==> src/rtl/mc_ctrl_pkg.sv <==
// Shared encodings for the multicycle RV32 control unit: FSM states,
// opcode constants and the datapath mux/ALU select encodings.
package mc_ctrl_pkg;

    typedef enum logic [3:0] {
        S_FETCH    = 4'd0,
        S_IRLOAD   = 4'd1,
        S_DECODE   = 4'd2,
        S_EXEC_R   = 4'd3,
        S_EXEC_I   = 4'd4,
        S_WB_ALU   = 4'd5,
        S_MEM_ADDR = 4'd6,
        S_MEM_RD   = 4'd7,
        S_WB_MEM   = 4'd8,
        S_MEM_WR   = 4'd9,
        S_BRANCH   = 4'd10,
        S_JAL      = 4'd11,
        S_JALR     = 4'd12,
        S_ILLEGAL  = 4'd13
    } state_t;

    localparam logic [6:0] OPC_R      = 7'b0110011;
    localparam logic [6:0] OPC_I      = 7'b0010011;
    localparam logic [6:0] OPC_LOAD   = 7'b0000011;
    localparam logic [6:0] OPC_STORE  = 7'b0100011;
    localparam logic [6:0] OPC_BRANCH = 7'b1100011;
    localparam logic [6:0] OPC_JAL    = 7'b1101111;
    localparam logic [6:0] OPC_JALR   = 7'b1100111;
    localparam logic [6:0] OPC_AUIPC  = 7'b0010111;
    localparam logic [6:0] OPC_LUI    = 7'b0110111;

    localparam logic [1:0] ALUOP_ADD = 2'b00;
    localparam logic [1:0] ALUOP_SUB = 2'b01;
    localparam logic [1:0] ALUOP_RFN = 2'b10;
    localparam logic [1:0] ALUOP_IFN = 2'b11;

    localparam logic [2:0] IMM_I = 3'b000;
    localparam logic [2:0] IMM_S = 3'b001;
    localparam logic [2:0] IMM_B = 3'b010;
    localparam logic [2:0] IMM_U = 3'b011;
    localparam logic [2:0] IMM_J = 3'b100;

    localparam logic [1:0] PCSRC_PC4  = 2'b00;
    localparam logic [1:0] PCSRC_ALU  = 2'b01;
    localparam logic [1:0] PCSRC_JALR = 2'b10;

    localparam logic [1:0] SRCA_PC = 2'b00;
    localparam logic [1:0] SRCA_A  = 2'b01;

    localparam logic [1:0] SRCB_B    = 2'b00;
    localparam logic [1:0] SRCB_FOUR = 2'b01;
    localparam logic [1:0] SRCB_IMM  = 2'b10;

    localparam logic [1:0] WB_ALU = 2'b00;
    localparam logic [1:0] WB_MEM = 2'b01;
    localparam logic [1:0] WB_PC4 = 2'b10;

    // beq/bne only; every other funct3 falls through as not taken
    function automatic logic branch_taken(input logic [2:0] f3, input logic zero);
        return ((f3 == 3'b000) && zero) || ((f3 == 3'b001) && !zero);
    endfunction

endpackage

==> src/rtl/multicycle_control_imm_decode.sv <==
// Immediate format select from the opcode; purely combinational.
module mc_imm_decode
    import mc_ctrl_pkg::*;
(
    input  logic [6:0] i_opcode,
    output logic [2:0] o_imm_src
);

    // Opcode to immediate format; anything unrecognised defaults to I-type
    always_comb begin
        o_imm_src = IMM_I;
        case (i_opcode)
            OPC_STORE:          o_imm_src = IMM_S;
            OPC_BRANCH:         o_imm_src = IMM_B;
            OPC_AUIPC, OPC_LUI: o_imm_src = IMM_U;
            OPC_JAL:            o_imm_src = IMM_J;
            default:            o_imm_src = IMM_I;
        endcase
    end

endmodule

==> src/rtl/multicycle_control.sv <==
// Moore control FSM for the multicycle RV32 datapath.
// Optional build macro MC_MEM_HANDSHAKE_EN adds mem_ready_i and lets
// MEM_RD / MEM_WR stall until the data memory reports ready.
module multicycle_control
    import mc_ctrl_pkg::*;
#(
    parameter int XLEN = 32
) (
    input  logic       clk,
    input  logic       reset,
    input  logic [6:0] opcode,
    input  logic [2:0] funct3,
    input  logic       Zero,
`ifdef MC_MEM_HANDSHAKE_EN
    input  logic       mem_ready_i,
`endif
    output logic       PCWrite,
    output logic       PCWriteCond,
    output logic [1:0] PCSource,
    output logic       IorD,
    output logic       IRWrite,
    output logic       MemWrite_o,
    output logic [1:0] MemtoReg,
    output logic       RegWrite,
    output logic [1:0] ALUOp,
    output logic [1:0] ALUSrcA,
    output logic [1:0] ALUSrcB,
    output logic       LatchAB,
    output logic       ALUOutEn,
    output logic [2:0] ImmSrc,
    output logic       illegal_o,
    output logic       retire_o
);

    // XLEN only exists for top-level uniformity; nothing here is data-width dependent
    if (XLEN != 32) begin : g_xlen_unsupported
        $error("multicycle_control supports XLEN=32 only");
    end

    state_t     r_state;
    state_t     w_next;
    logic [2:0] w_imm_src;
    logic       w_mem_ready;

`ifdef MC_MEM_HANDSHAKE_EN
    assign w_mem_ready = mem_ready_i;
`else
    assign w_mem_ready = 1'b1;
`endif

    mc_imm_decode u_imm_decode (
        .i_opcode  (opcode),
        .o_imm_src (w_imm_src)
    );

    // Branches resolve inside the FSM, so the conditional PC load is unused
    assign PCWriteCond = 1'b0;

    // State register; reset aborts any instruction in flight
    always_ff @(posedge clk or posedge reset) begin
        if (reset) r_state <= S_FETCH;
        else       r_state <= w_next;
    end

    // Next-state: linear fetch/decode, opcode dispatch, memory states may stall
    always_comb begin
        w_next = S_FETCH;
        case (r_state)
            S_FETCH:  w_next = S_IRLOAD;
            S_IRLOAD: w_next = S_DECODE;
            S_DECODE: begin
                case (opcode)
                    OPC_R:                w_next = S_EXEC_R;
                    OPC_I:                w_next = S_EXEC_I;
                    OPC_LOAD, OPC_STORE:  w_next = S_MEM_ADDR;
                    OPC_BRANCH:           w_next = S_BRANCH;
                    OPC_JAL:              w_next = S_JAL;
                    OPC_JALR:             w_next = S_JALR;
                    OPC_AUIPC:            w_next = S_WB_ALU;
                    default:              w_next = S_ILLEGAL;
                endcase
            end
            S_EXEC_R, S_EXEC_I: w_next = S_WB_ALU;
            S_MEM_ADDR: w_next = (opcode == OPC_STORE) ? S_MEM_WR : S_MEM_RD;
            S_MEM_RD:   w_next = w_mem_ready ? S_WB_MEM : S_MEM_RD;
            S_MEM_WR:   w_next = w_mem_ready ? S_FETCH : S_MEM_WR;
            S_ILLEGAL:  w_next = S_ILLEGAL;
            default:    w_next = S_FETCH;
        endcase
    end

    // Output decode: Moore outputs from state, plus branch outcome and memory ready
    always_comb begin
        PCWrite    = 1'b0;
        PCSource   = PCSRC_PC4;
        IorD       = 1'b0;
        IRWrite    = 1'b0;
        MemWrite_o = 1'b0;
        MemtoReg   = WB_ALU;
        RegWrite   = 1'b0;
        ALUOp      = ALUOP_ADD;
        ALUSrcA    = SRCA_PC;
        ALUSrcB    = SRCB_B;
        LatchAB    = 1'b0;
        ALUOutEn   = 1'b0;
        ImmSrc     = w_imm_src;
        illegal_o  = 1'b0;
        retire_o   = 1'b0;
        case (r_state)
            S_IRLOAD: IRWrite = 1'b1;
            S_DECODE: begin
                // speculative PC+Imm for AUIPC/JAL while rs1/rs2 are latched
                LatchAB  = 1'b1;
                ALUSrcA  = SRCA_PC;
                ALUSrcB  = SRCB_IMM;
                ALUOp    = ALUOP_ADD;
                ALUOutEn = 1'b1;
            end
            S_EXEC_R: begin
                ALUSrcA  = SRCA_A;
                ALUSrcB  = SRCB_B;
                ALUOp    = ALUOP_RFN;
                ALUOutEn = 1'b1;
            end
            S_EXEC_I: begin
                ALUSrcA  = SRCA_A;
                ALUSrcB  = SRCB_IMM;
                ALUOp    = ALUOP_IFN;
                ALUOutEn = 1'b1;
            end
            S_WB_ALU: begin
                RegWrite = 1'b1;
                MemtoReg = WB_ALU;
                PCWrite  = 1'b1;
                PCSource = PCSRC_PC4;
                retire_o = 1'b1;
            end
            S_MEM_ADDR: begin
                ALUSrcA  = SRCA_A;
                ALUSrcB  = SRCB_IMM;
                ALUOp    = ALUOP_ADD;
                ALUOutEn = 1'b1;
            end
            S_MEM_RD: IorD = 1'b1;
            S_WB_MEM: begin
                RegWrite = 1'b1;
                MemtoReg = WB_MEM;
                PCWrite  = 1'b1;
                PCSource = PCSRC_PC4;
                retire_o = 1'b1;
            end
            S_MEM_WR: begin
                // strobe held through a stall; PC moves only on the accepted cycle
                IorD       = 1'b1;
                MemWrite_o = 1'b1;
                PCWrite    = w_mem_ready;
                PCSource   = PCSRC_PC4;
                retire_o   = w_mem_ready;
            end
            S_BRANCH: begin
                ALUSrcA  = SRCA_A;
                ALUSrcB  = SRCB_B;
                ALUOp    = ALUOP_SUB;
                PCWrite  = 1'b1;
                PCSource = branch_taken(funct3, Zero) ? PCSRC_ALU : PCSRC_PC4;
                retire_o = 1'b1;
            end
            S_JAL: begin
                RegWrite = 1'b1;
                MemtoReg = WB_PC4;
                PCWrite  = 1'b1;
                PCSource = PCSRC_ALU;
                retire_o = 1'b1;
            end
            S_JALR: begin
                ALUSrcA  = SRCA_A;
                ALUSrcB  = SRCB_IMM;
                ALUOp    = ALUOP_ADD;
                RegWrite = 1'b1;
                MemtoReg = WB_PC4;
                PCWrite  = 1'b1;
                PCSource = PCSRC_JALR;
                retire_o = 1'b1;
            end
            S_ILLEGAL: begin
                // parked until reset with every strobe and select quiet
                ImmSrc    = IMM_I;
                illegal_o = 1'b1;
            end
            default: ;
        endcase
    end

endmodule
==> config.mk <==
export PLATFORM = sky130hd
export DESIGN_NAME = multicycle_control
export DESIGN_NICKNAME = d
export VERILOG_FILES = /design/src/rtl/mc_ctrl_pkg.sv /design/src/rtl/multicycle_control_imm_decode.sv /design/src/rtl/multicycle_control.sv
export SDC_FILE = /design/constraint.sdc
export NUM_CORES = 1
export LEC_CHECK = 0
export ABC_CLOCK_PERIOD_IN_PS = 4310
export CAP_MARGIN = 20
export CORE_MARGIN = 3
export CORE_UTILIZATION = 41
export DETAILED_ROUTE_END_ITERATION = 10
export GPL_ROUTABILITY_DRIVEN = 0
export PLACE_DENSITY = 0.83
export SLEW_MARGIN = 20
export SYNTH_ARGS = -nofsm -noshare
export SYNTH_HDL_FRONTEND = slang
export SYNTH_HIERARCHICAL = 1
export SYNTH_SLANG_ARGS = --single-unit
==> constraint.sdc <==
create_clock -name clk -period 4.31 [get_ports clk]
set_input_delay 0.6465 -clock clk [delete_from_list [all_inputs] [get_ports clk]]
set_output_delay 0.6465 -clock clk [all_outputs]
set_load 0.01 [all_outputs]
==> impl_metrics.env <==
export IMPL_status="finished, final reports clean"
export IMPL_tns_ns=0
export IMPL_irDropWorstVdd_uv=330
export IMPL_syn_area_sq_um=678
export IMPL_crit_family="buffers and inverters"
export IMPL_drive_gt1_frac=0.0635
export IMPL_numClockSinks=4
export IMPL_fin_ws_ns=0.931
export IMPL_tightest_slew_ns=0.545
export IMPL_drc_errors=0
export IMPL_die_area_sq_um=2180
export IMPL_grt_max_degree=19
export IMPL_io_pins=36
export IMPL_fp_coreArea_sq_um=1520
export IMPL_viasPerCell=5.54
export IMPL_critical_path_class="primary input to output port"
export IMPL_crit_arrival_ns=2.73
export IMPL_hold_class="primary input to async pin"
export IMPL_skew_ns=0.00967
export IMPL_final_common_cell="clkdlybuf4s50_1"
export IMPL_synth_area_top_cells="dfrtp_1 (15%), nor2_1 (5.5%), a21oi_1 (4.4%)"
export IMPL_max_cap_violations=0
export IMPL_setup_viol_count_final=0
export IMPL_wl_um=1870
export IMPL_ff2ff_path_depth=4
export IMPL_cts_tree="yes"
export IMPL_worst_path_max_fanout=11
export IMPL_grt_ovfl_total=0
export IMPL_regMostFlops="r_state"
export IMPL_cts_hold_buf=0
export IMPL_crit_path_start_kind="primary input"
export IMPL_path_depth=5
export IMPL_vias=787
export IMPL_routedWlPerCell_um=13.2
export IMPL_period_share=0.784
export IMPL_period_minus_slack_ns=3.38
export IMPL_ys_seq_elements=4
export IMPL_end_kind="output port"
export IMPL_root_buffer="clkbuf_4"
export IMPL_first_iter_violations=16
export IMPL_path_clk_slew_ns=0.04
export IMPL_path_common_cell="clkdlybuf4s50_1"
export IMPL_drv_slew=0
export IMPL_power_leakage_nw=0.404
export IMPL_port_buffers=32
export IMPL_largest_register_ffs=4
export IMPL_post_dp_hpwl_um=1480
export IMPL_worst_hold_slack_ns=0.580
export IMPL_synthCells=99
export IMPL_grt_pass1_wl_um=2770
export IMPL_ctsResizeCount=0
export IMPL_numCtsBuffers=3
export IMPL_grt_usage=0.178
export IMPL_crit_path_cell_trace="clkdlybuf4s50_1 > or3b_1 > a2111oi_2 > and2_1 > clkdlybuf4s50_1"
export IMPL_fp_dieW_um=46.7
export IMPL_yosysWarnings=6
export IMPL_die_h_um=46.7
export IMPL_postRouteAntennaNets=0
export IMPL_synth_edff_count=0
export IMPL_synth_distinct_cells=41
export IMPL_final_fill_count=146
export IMPL_synth_async_reset_ratio=1.00
export IMPL_start_util=0.445
export IMPL_synth_largest_area_cell="dfrtp_1"
export IMPL_dr_pass1_iters=4
export IMPL_htree_levels=1
export IMPL_hold_viol_final=0
export IMPL_num_antenna_cells=0
export IMPL_max_freq_mhz=296
export IMPL_rsz0062_at_grt="no"
export IMPL_slew_headroom=0.637
export IMPL_grt_pass1_vias=682
export IMPL_dp_slack_ns=0.927
export IMPL_antenna_found_initial=0
export IMPL_ys_flop_type="dfrtp_1"
export IMPL_syn_avg_cell_area_sq_um=6.85
export IMPL_syn_to_final_growth_pct=46.9
export IMPL_slowest_stage="clkdlybuf4s50_1"
export IMPL_p_per_area_nw_per_um2=563
export IMPL_slowest_delay_ns=0.57
export IMPL_cts_max_path_buffers=2
export IMPL_fin_nets=141
export IMPL_top_regs="r_state (4)"
export IMPL_post_cts_setup_buffers=0
export IMPL_final_cell_mix="clkdlybuf4s50_1 (32), nor2_1 (10), nand2_1 (8), a21oi_1 (6), inv_1 (5)"
export IMPL_ys_seq_area_frac=0.148
export IMPL_crit_buf_inv=2
export IMPL_required_ns=3.66
export IMPL_rows=14
export IMPL_clkLatencyLatePin_ns=0.25
export IMPL_yosysTopAreaCellShare=0.148
-- cell families (layout without fill, tap and decap cells) --
logic type | after synthesis | count (layout) | share of synthesized area
simple gates | 51 | 51 | 0.441
compound gates | 24 | 24 | 0.247
buf+inv | 15 | 40 | 0.105
flops | 4 | 4 | 0.148
xor+xnor | 3 | 3 | 0.0388
other cells | 1 | 3 | 0.00553
mux | 1 | 1 | 0.0148
-- layer usage --
layer,GRT usage,share of wire,vias up
li1,-,-,399
met1,0.178,0.38,356
met2,0.346,0.53,30
met3,0.0313,0.075,2
met4,0.0829,0.010,0
met5,0,0,-
-- area by class of cell --
| type | instances | area (sq um) | share of cell area |
|---|---|---|---|
| timing repair buffer | 32 | 320 | 0.322 |
| clock buffer | 3 | 22.5 | 0.0226 |
| multi-input combinational | 82 | 514 | 0.516 |
| sequential | 4 | 100 | 0.101 |
| tap | 16 | 20.0 | 0.0201 |
| inverter | 5 | 18.8 | 0.0188 |
-- stage by stage --
stage / power (W) / instance area [sq um] / cells / util
after global routing: 0.000613 / 996 / 142 / 0.654
after CTS: 0.000563 / 996 / 142 / 0.654
after detailed placement: 0.000514 / 973 / 139 / 0.639
final: 0.000561 / 996 / 142 / 0.654
after floorplan: 0.000344 / 686 / 101 / -
after global placement: 0.000504 / 973 / 139 / 0.639
-- final timing paths --
check | start | endpoint | slack (ns)
setup reg to reg | r_state[0] | r_state[1] | 2.76
hold / removal | reset | r_state[0] | 0.58
max in group asynchronous | reset | r_state[1] | 3.57
min in group clk | r_state[2] | r_state[2] | 0.80
hold reg to reg | r_state[2] | r_state[2] | 0.80
setup / recovery | opcode[4] | ImmSrc[0] | 0.93
-- Yosys cell counts, types with 2 or more instances --
master / count
nor2_1: 10
nand2_1: 8
a21oi_1: 6
clkbuf_1: 5
inv_1: 5
and2_1: 4
buf_4: 4
dfrtp_1: 4
nand2b_1: 4
nor2b_1: 4
o22ai_1: 4
a211oi_1: 3
nand3_1: 3
nor3_1: 3
xor2_1: 3
a21o_1: 2
and3_1: 2
o21ai_0: 2
-- report_power, final --
| group | internal (W) | total [W] | switching (W) |
|---|---|---|---|
| clock network | 0.0000313 | 0.0000494 | 0.0000181 |
| registers | 0.0000550 | 0.000129 | 0.0000740 |
| logic | 0.000217 | 0.000382 | 0.000165 |
(Power assumes the default switching activity.)
